File: config.mk
export PLATFORM = sky130hd
export DESIGN_NAME = exp_mul_scheduler
export DESIGN_NICKNAME = d
export VERILOG_FILES = /design/src/rtl/exp_mul_scheduler.sv
export SDC_FILE = /design/constraint.sdc
export NUM_CORES = 1
export LEC_CHECK = 0
export CAP_MARGIN = 15
export CORE_ASPECT_RATIO = 1.25
export CORE_MARGIN = 1.5
export CORE_UTILIZATION = 43
export CTS_CLUSTER_SIZE = 8
export DETAILED_ROUTE_END_ITERATION = 10
export GPL_TIMING_DRIVEN = 0
export PLACE_DENSITY = 0.91
export SKIP_CTS_REPAIR_TIMING = 1
export SYNTH_ARGS = -nofsm -noshare
export SYNTH_HDL_FRONTEND = slang
export SYNTH_SLANG_ARGS = --single-unit
File: constraint.sdc
create_clock -name clk -period 5.1 [get_ports clk]
set_input_delay 1.53 -clock clk [delete_from_list [all_inputs] [get_ports clk]]
set_output_delay 1.53 -clock clk [all_outputs]
set_load 0.05 [all_outputs]
File: src/rtl/exp_mul_scheduler.sv
// exp_mul_scheduler
//   Round-robin scheduler that lets NREQ requesters share one exponent adder
//   and one external mantissa multiplier. It accepts one operand pair, pulses
//   the multiplier start, waits for its done, then forms the biased exponent
//   sum (corrected by the mantissa twoormore flag) and returns it with the
//   owning requester id and tiny/huge flags. One multiply is in flight at a time.
//
// Ports
//   clk, rst_n                      clock, async active-low reset
//   req_valid/req_ready [NREQ]      per-requester handshake (at most one ready)
//   req_expa/req_expb               packed exponents, lane i at [i*WEXPSUM +: WEXPSUM]
//   mul_start                       one-cycle start pulse to the mantissa multiplier
//   mul_done, mul_twoormore         multiplier completion and product-in-[2,4) flag
//   out_valid/out_ready             result handshake
//   out_id, out_expsum              owning requester and wrapped exponent sum
//   out_tiny, out_huge              underflow / overflow indications
//   busy                            scheduler not idle
//
// state  | meaning
// -------+------------------------------------------------------------
// IDLE   | arbitrate; req_ready to the round-robin winner
// ISSUE  | mul_start pulse for the accepted operand pair
// WAIT   | wait for mul_done, then register result and flags
// RESP   | out_valid held until out_ready
module exp_mul_scheduler #(
  parameter int NREQ    = 4,
  parameter int WEXPSUM = 10,
  parameter int BIAS    = 127,
  parameter int EMAXP1  = 255,
  localparam int IDW    = (NREQ > 1) ? $clog2(NREQ) : 1
) (
  input  logic                    clk,
  input  logic                    rst_n,
  input  logic [NREQ-1:0]         req_valid,
  output logic [NREQ-1:0]         req_ready,
  input  logic [NREQ*WEXPSUM-1:0] req_expa,
  input  logic [NREQ*WEXPSUM-1:0] req_expb,
  output logic                    mul_start,
  input  logic                    mul_done,
  input  logic                    mul_twoormore,
  output logic                    out_valid,
  input  logic                    out_ready,
  output logic [IDW-1:0]          out_id,
  output logic [WEXPSUM-1:0]      out_expsum,
  output logic                    out_tiny,
  output logic                    out_huge,
  output logic                    busy
);

  typedef enum logic [1:0] {
    S_IDLE  = 2'd0,
    S_ISSUE = 2'd1,
    S_WAIT  = 2'd2,
    S_RESP  = 2'd3
  } state_t;

  state_t             state_q, state_d;
  logic [IDW-1:0]     ptr_q;
  logic [IDW-1:0]     id_q;
  logic [WEXPSUM-1:0] psum_q;

  logic               grant_vld;
  logic [IDW-1:0]     grant_id;
  logic [WEXPSUM-1:0] sel_expa, sel_expb;
  logic [WEXPSUM-1:0] res_sum;
  logic               res_tiny, res_huge;
  logic [IDW-1:0]     ptr_next;

  // Scan from the pointer upward, wrapping; first valid lane wins.
  always_comb begin
    grant_vld = 1'b0;
    grant_id  = '0;
    for (int k = 0; k < NREQ; k++) begin
      logic [IDW-1:0] idx;
      idx = IDW'((int'(ptr_q) + k) % NREQ);
      if (!grant_vld && req_valid[idx]) begin
        grant_vld = 1'b1;
        grant_id  = idx;
      end
    end
  end

  assign sel_expa = req_expa[grant_id*WEXPSUM +: WEXPSUM];
  assign sel_expb = req_expb[grant_id*WEXPSUM +: WEXPSUM];

  assign res_sum  = psum_q + {{(WEXPSUM-1){1'b0}}, mul_twoormore};
  // Sign set means negative; all-zero magnitude bits with sign clear is zero.
  assign res_tiny = res_sum[WEXPSUM-1] | ~|res_sum[WEXPSUM-2:0];
  assign res_huge = ~res_sum[WEXPSUM-1] & (res_sum >= WEXPSUM'(EMAXP1));

  assign ptr_next = (id_q == IDW'(NREQ-1)) ? '0 : id_q + 1'b1;

  always_ff @(posedge clk or negedge rst_n) begin
    if (!rst_n) begin
      state_q <= S_IDLE;
    end else begin
      state_q <= state_d;
    end
  end

  always_comb begin
    state_d   = state_q;
    req_ready = '0;
    mul_start = 1'b0;
    out_valid = 1'b0;
    busy      = 1'b1;
    case (state_q)
      S_IDLE: begin
        busy = 1'b0;
        // Gated by rst_n so no lane sees an accept while reset is asserted.
        if (grant_vld && rst_n) begin
          req_ready[grant_id] = 1'b1;
          state_d             = S_ISSUE;
        end
      end
      S_ISSUE: begin
        mul_start = 1'b1;
        state_d   = S_WAIT;
      end
      S_WAIT: begin
        if (mul_done) state_d = S_RESP;
      end
      S_RESP: begin
        out_valid = 1'b1;
        if (out_ready) state_d = S_IDLE;
      end
      default: state_d = S_IDLE;
    endcase
  end

  always_ff @(posedge clk or negedge rst_n) begin
    if (!rst_n) begin
      ptr_q      <= '0;
      id_q       <= '0;
      psum_q     <= '0;
      out_expsum <= '0;
      out_tiny   <= 1'b0;
      out_huge   <= 1'b0;
    end else begin
      case (state_q)
        S_IDLE: begin
          if (grant_vld) begin
            id_q   <= grant_id;
            psum_q <= sel_expa + sel_expb - WEXPSUM'(BIAS);
          end
        end
        S_WAIT: begin
          if (mul_done) begin
            out_expsum <= res_sum;
            out_tiny   <= res_tiny;
            out_huge   <= res_huge;
          end
        end
        S_RESP: begin
          if (out_ready) ptr_q <= ptr_next;
        end
        default: ;
      endcase
    end
  end

  assign out_id = id_q;

endmodule
==> summary by stage <==
Status
The flow ran to the end, but the final reports show violations. The checks that failed: negative setup slack.

Synth
The synthesized netlist devotes 4.57% of its cell area to XOR and XNOR gates. The net count after synthesis is 422. After synthesis, the share of flip-flops with an asynchronous set or reset is 100%. After synthesis, flip-flops and latches occupy 28.1% of the total area.

The cell area that synthesis handed to floorplanning was between 2000 and 2500 um2. Synthesis instantiated just over 50 different standard cells from the library. sky130_fd_sc_hd__dfrtp_1 takes more of the synthesized area than any other cell.

The number of warnings printed during yosys synthesis is 0. The synthesized design contains 0 enable-type register cells. For this run, the leading register cell type out of synthesis is sky130_fd_sc_hd__dfrtp_1.

The leading cell type by number of instances after synthesis is sky130_fd_sc_hd__nand2_1. By area the synthesized netlist is led by sky130_fd_sc_hd__dfrtp_1 (28%), sky130_fd_sc_hd__ha_1 (12%), sky130_fd_sc_hd__nand2_1 (6.3%). The mean instance size in the synthesized netlist is 8.10 um2.

The number of instances in the synthesized netlist is slightly above 300. The combinational family with the most area after synthesis is compound AO/OA/AOI/OAI gates. Of the total synthesized cell area, the portion taken by full adders, half adders and majority gates is 12.8%. Of the total synthesized cell area, the portion taken by AND, OR, NAND and NOR gates is between 20% and 30%.

Ranked by instance count, the synthesized netlist is headed by sky130_fd_sc_hd__nand2_1 (42), sky130_fd_sc_hd__dfrtp_1 (28), sky130_fd_sc_hd__nor2_1 (27). The post-synthesis compound-gate area fraction is around 25%. Of the post-synthesis cell area, the part taken by muxes is about 1.8%. The top-area cell type share of the netlist area is 28.1%. The number of flip-flops and latches in the synthesized netlist is 28.

Clock network
Counting the buffers created by CTS gives 3. After clock tree synthesis, the clock-pin slew on the worst setup and hold paths is approximately 0.1 ns. The clock tree from TritonCTS is built. The maximum buffer depth of the clock tree is 2. The depth of the CTS H-tree is 1. The clock reaches the later pin of the worst-skew pair after 0.27 ns. The number of sinks handled by clock tree synthesis is 28. The cell sitting at the root of the clock tree is a sky130_fd_sc_hd__clkbuf_8.

Critical path
Traced cell by cell, the critical path runs through dlymetal6s2s_1, a21bo_2, and3_1, clkbuf_1, a222oi_1, nand2_1, ha_1, ha_1, fa_1, a21oi_2, o21ai_0, a21oi_2, a21oi_1, or3_1, a211o_1, a31oi_1. STA classifies the critical path endpoint as a flop. At the worst endpoint, the arrival time is 5.34 ns. The worst setup path is of the in2reg kind.

The highest-delay cell along the critical path is sky130_fd_sc_hd__fa_1. Data on the critical path is required at its endpoint by 5.31 ns. The startpoint kind of the worst setup timing path is an input pin.

The highest fanout seen on the critical path is 7. In this design, the largest share of critical-path delay is due to compound AO/OA/AOI/OAI gates. The number of buffer and inverter instances along the worst setup path is 2.

In this run the register-to-register setup slack is around 0.86 ns. The delay of the slowest cell on the worst path is 0.44 ns.

STA
Adding up every negative setup slack in the final design gives -0.0326 ns. For this run, the top clock speed supported by timing is 0.195 GHz. Setup violations remaining at the end of the flow were counted as 1. The final critical-path setup slack is -0.0326 ns. The worst relative slew slack is 55.6%. The max-slew violation count is 0. The final count of hold timing violations was 0.

Dividing the final minimum period by the clock period gives 101%. The routed design could run at a clock period as short as 5.13 ns. For the pin with the worst max-slew slack, the measured transition is 0.666 ns. Setup repair after global routing could not meet its margin everywhere. Clock skew on the completed layout was measured at around 0.0044 ns.

Power
The proportion of power drawn by combinational gates is 74.3%. Net switching is 49.7% of the power. Summed over all nets, the switching power comes to approximately 1100 uW.

The total power consumption of the routed design is 2120 uW. In this run, the clock network consumes 6.5% of the power. Power spread over the standard cell area amounts to approximately 570 nW/um2.

The internal power of the cells totals 1070 uW. For this design the static power due to leakage is 0.00166 uW. IR analysis of the VDD net gives a maximum drop of 0.229 mV.

The power share of the sequential group is 19.2%.

Floorplanning
The height of the die is 88.1 um. The placement row count is 30. The floorplan step defined a die boundary enclosing 6270 um2. The die is 71.1 um wide. The region available for standard cell placement spans 5520 um2. The starting density of the core is 45.2%. The count of pins on the block boundary is 110.

Global route
The initial antenna violation count is 0. For this run the aggregate overflow at the end of global routing stands at 0. The first global-routing pass estimated approximately 12000 um of wire.

The maximum number of pins on one net before global-route repair is 19. The global routing usage summed across all routing layers is 23.8%. The number of global-route vias before repair is 2818.

Drt
Wires add up to about 7300 um. In the routed design, unresolved DRC markers number 0. In the final routed layout, each cell accounts on average for ~15 um.

The number of detailed-route iterations in the first pass is 4. The final route contains 2748 vias. The initial DRC count is between 100 and 150. Dividing the detail-routed via count by the number of cells gives 5.71. The count of nets left with antenna violations after detail routing is 0.

Run
The number of maximum-capacitance violations is 0.

Finish
Cells with a size suffix above 1 make up 6.71% of the layout. The share of the core filled with cells is between 60% and 70%. The diode insertion count for antenna repair is 0. The storage element area is between 700 and 800 um2.

The area of combinational cells with multiple inputs is 1680 um2. The area growth from synthesis to layout is 50.2%. The count of nets after finishing is 532. Counting the fill cells in the layout gives ~460.

Min path
The tightest min-delay check is of the reg2reg type.

Placement
Routability-driven placement finished with a final weighted congestion of 0.887. The wire-length estimate of the detail-placed layout is 6180 um. Buffers placed on the I/O ports in this run total between 100 and 150.
[state kept, by name, indices dropped and copies added (netlist names)]
register	flops
out_expsum	10
psum_q	10
out_id	2
ptr_q	2
state_q	2
out_huge	1
out_tiny	1
[final timing paths]
path                          startpoint            end  depth (start not counted)
setup / recovery            req_valid[2]      psum_q[9]                         16
hold / removal             out_expsum[6]  out_expsum[6]                          2
setup reg to reg                ptr_q[1]      psum_q[9]                         16
hold reg to reg            out_expsum[6]  out_expsum[6]                          2
max in group asynchronous          rst_n      psum_q[3]                          2
min in group asynchronous          rst_n       out_huge                          1
[per-stage QoR]
| stage | instances | worst slack [ns] | hold WS (ns) | instance area [um2] |
|---|---|---|---|---|
| after floorplan | 308 | 0.0529 | 0.454 | 2490 |
| after global placement | 480 | -0.841 | 0.462 | 3650 |
| after detailed placement | 481 | -0.978 | 0.471 | 3680 |
| after CTS | 485 | -0.721 | 0.492 | 3740 |
| after global routing | 481 | -0.177 | 0.513 | 3740 |
| final | 481 | -0.0326 | 0.483 | 3740 |
[placed cells by master (no fill, tap or decap), drive strengths merged, types with 3 or more instances in the layout]
| master | instances |
|---|---|
| clkdlybuf4s50 | 100 |
| nand2 | 42 |
| dfrtp | 28 |
| nor2 | 27 |
| o21ai | 27 |
| ha | 24 |
| clkbuf | 15 |
| inv | 12 |
| a21oi | 12 |
| nand3 | 11 |
| nor3 | 11 |
| xnor2 | 9 |
| o22ai | 8 |
| a222oi | 7 |
| o22a | 6 |
| o21a | 6 |
| a21o | 6 |
| dlymetal6s2s | 6 |
| nor2b | 5 |
| buf | 5 |
| o221ai | 4 |
| nand4 | 4 |
| mux2 | 4 |
| xor2 | 4 |
| and3 | 4 |
| and2 | 3 |
| a21boi | 3 |
[logic make-up (layout without fill, tap and decap cells)]
| group | Yosys count | count (layout) |
|---|---|---|
| AOI/OAI and AO/OA | 91 | 91 |
| buffers and inverters | 29 | 138 |
| and+or+nand+nor | 118 | 118 |
| adders and majority gates | 25 | 25 |
| DFF | 28 | 28 |
| xor gates and xnor gates | 13 | 13 |
| muxes | 4 | 4 |
[power groups by stage]
stage,sequential (uW),combinational [uW],clock [uW]
global placement,405,1470,0
finish,408,1580,138
CTS,410,1560,137
global route,426,1730,148
floorplan,571,954,0
detailed placement,415,1550,0
[tightest hold or removal path: stages, from the launching register on]
cell	delay [ns]
sky130_fd_sc_hd__dfrtp_1	0.35
sky130_fd_sc_hd__nand2_1	0.05
sky130_fd_sc_hd__o21ai_0	0.06
[per-layer routing]
metal | track usage, % | vias to the layer above | wire, um
met5 | 0 | - | 0
met4 | 7.89 | 0 | 162
met3 | 2.19 | 18 | 314
met2 | 47.6 | 119 | 4030
met1 | 26.0 | 1268 | 2790
li1 | - | 1343 | -
[layout make-up]
type,instances,share of cell area [%]
inverters,12,1.20
well taps,64,2.14
flip-flops and latches,28,18.7
repair buffers,109,29.7
clock buffers,4,1.47
multi-input cells,251,45.0
plain buffers,13,1.77
No activity file was read; power rests on OpenSTA's default activity.
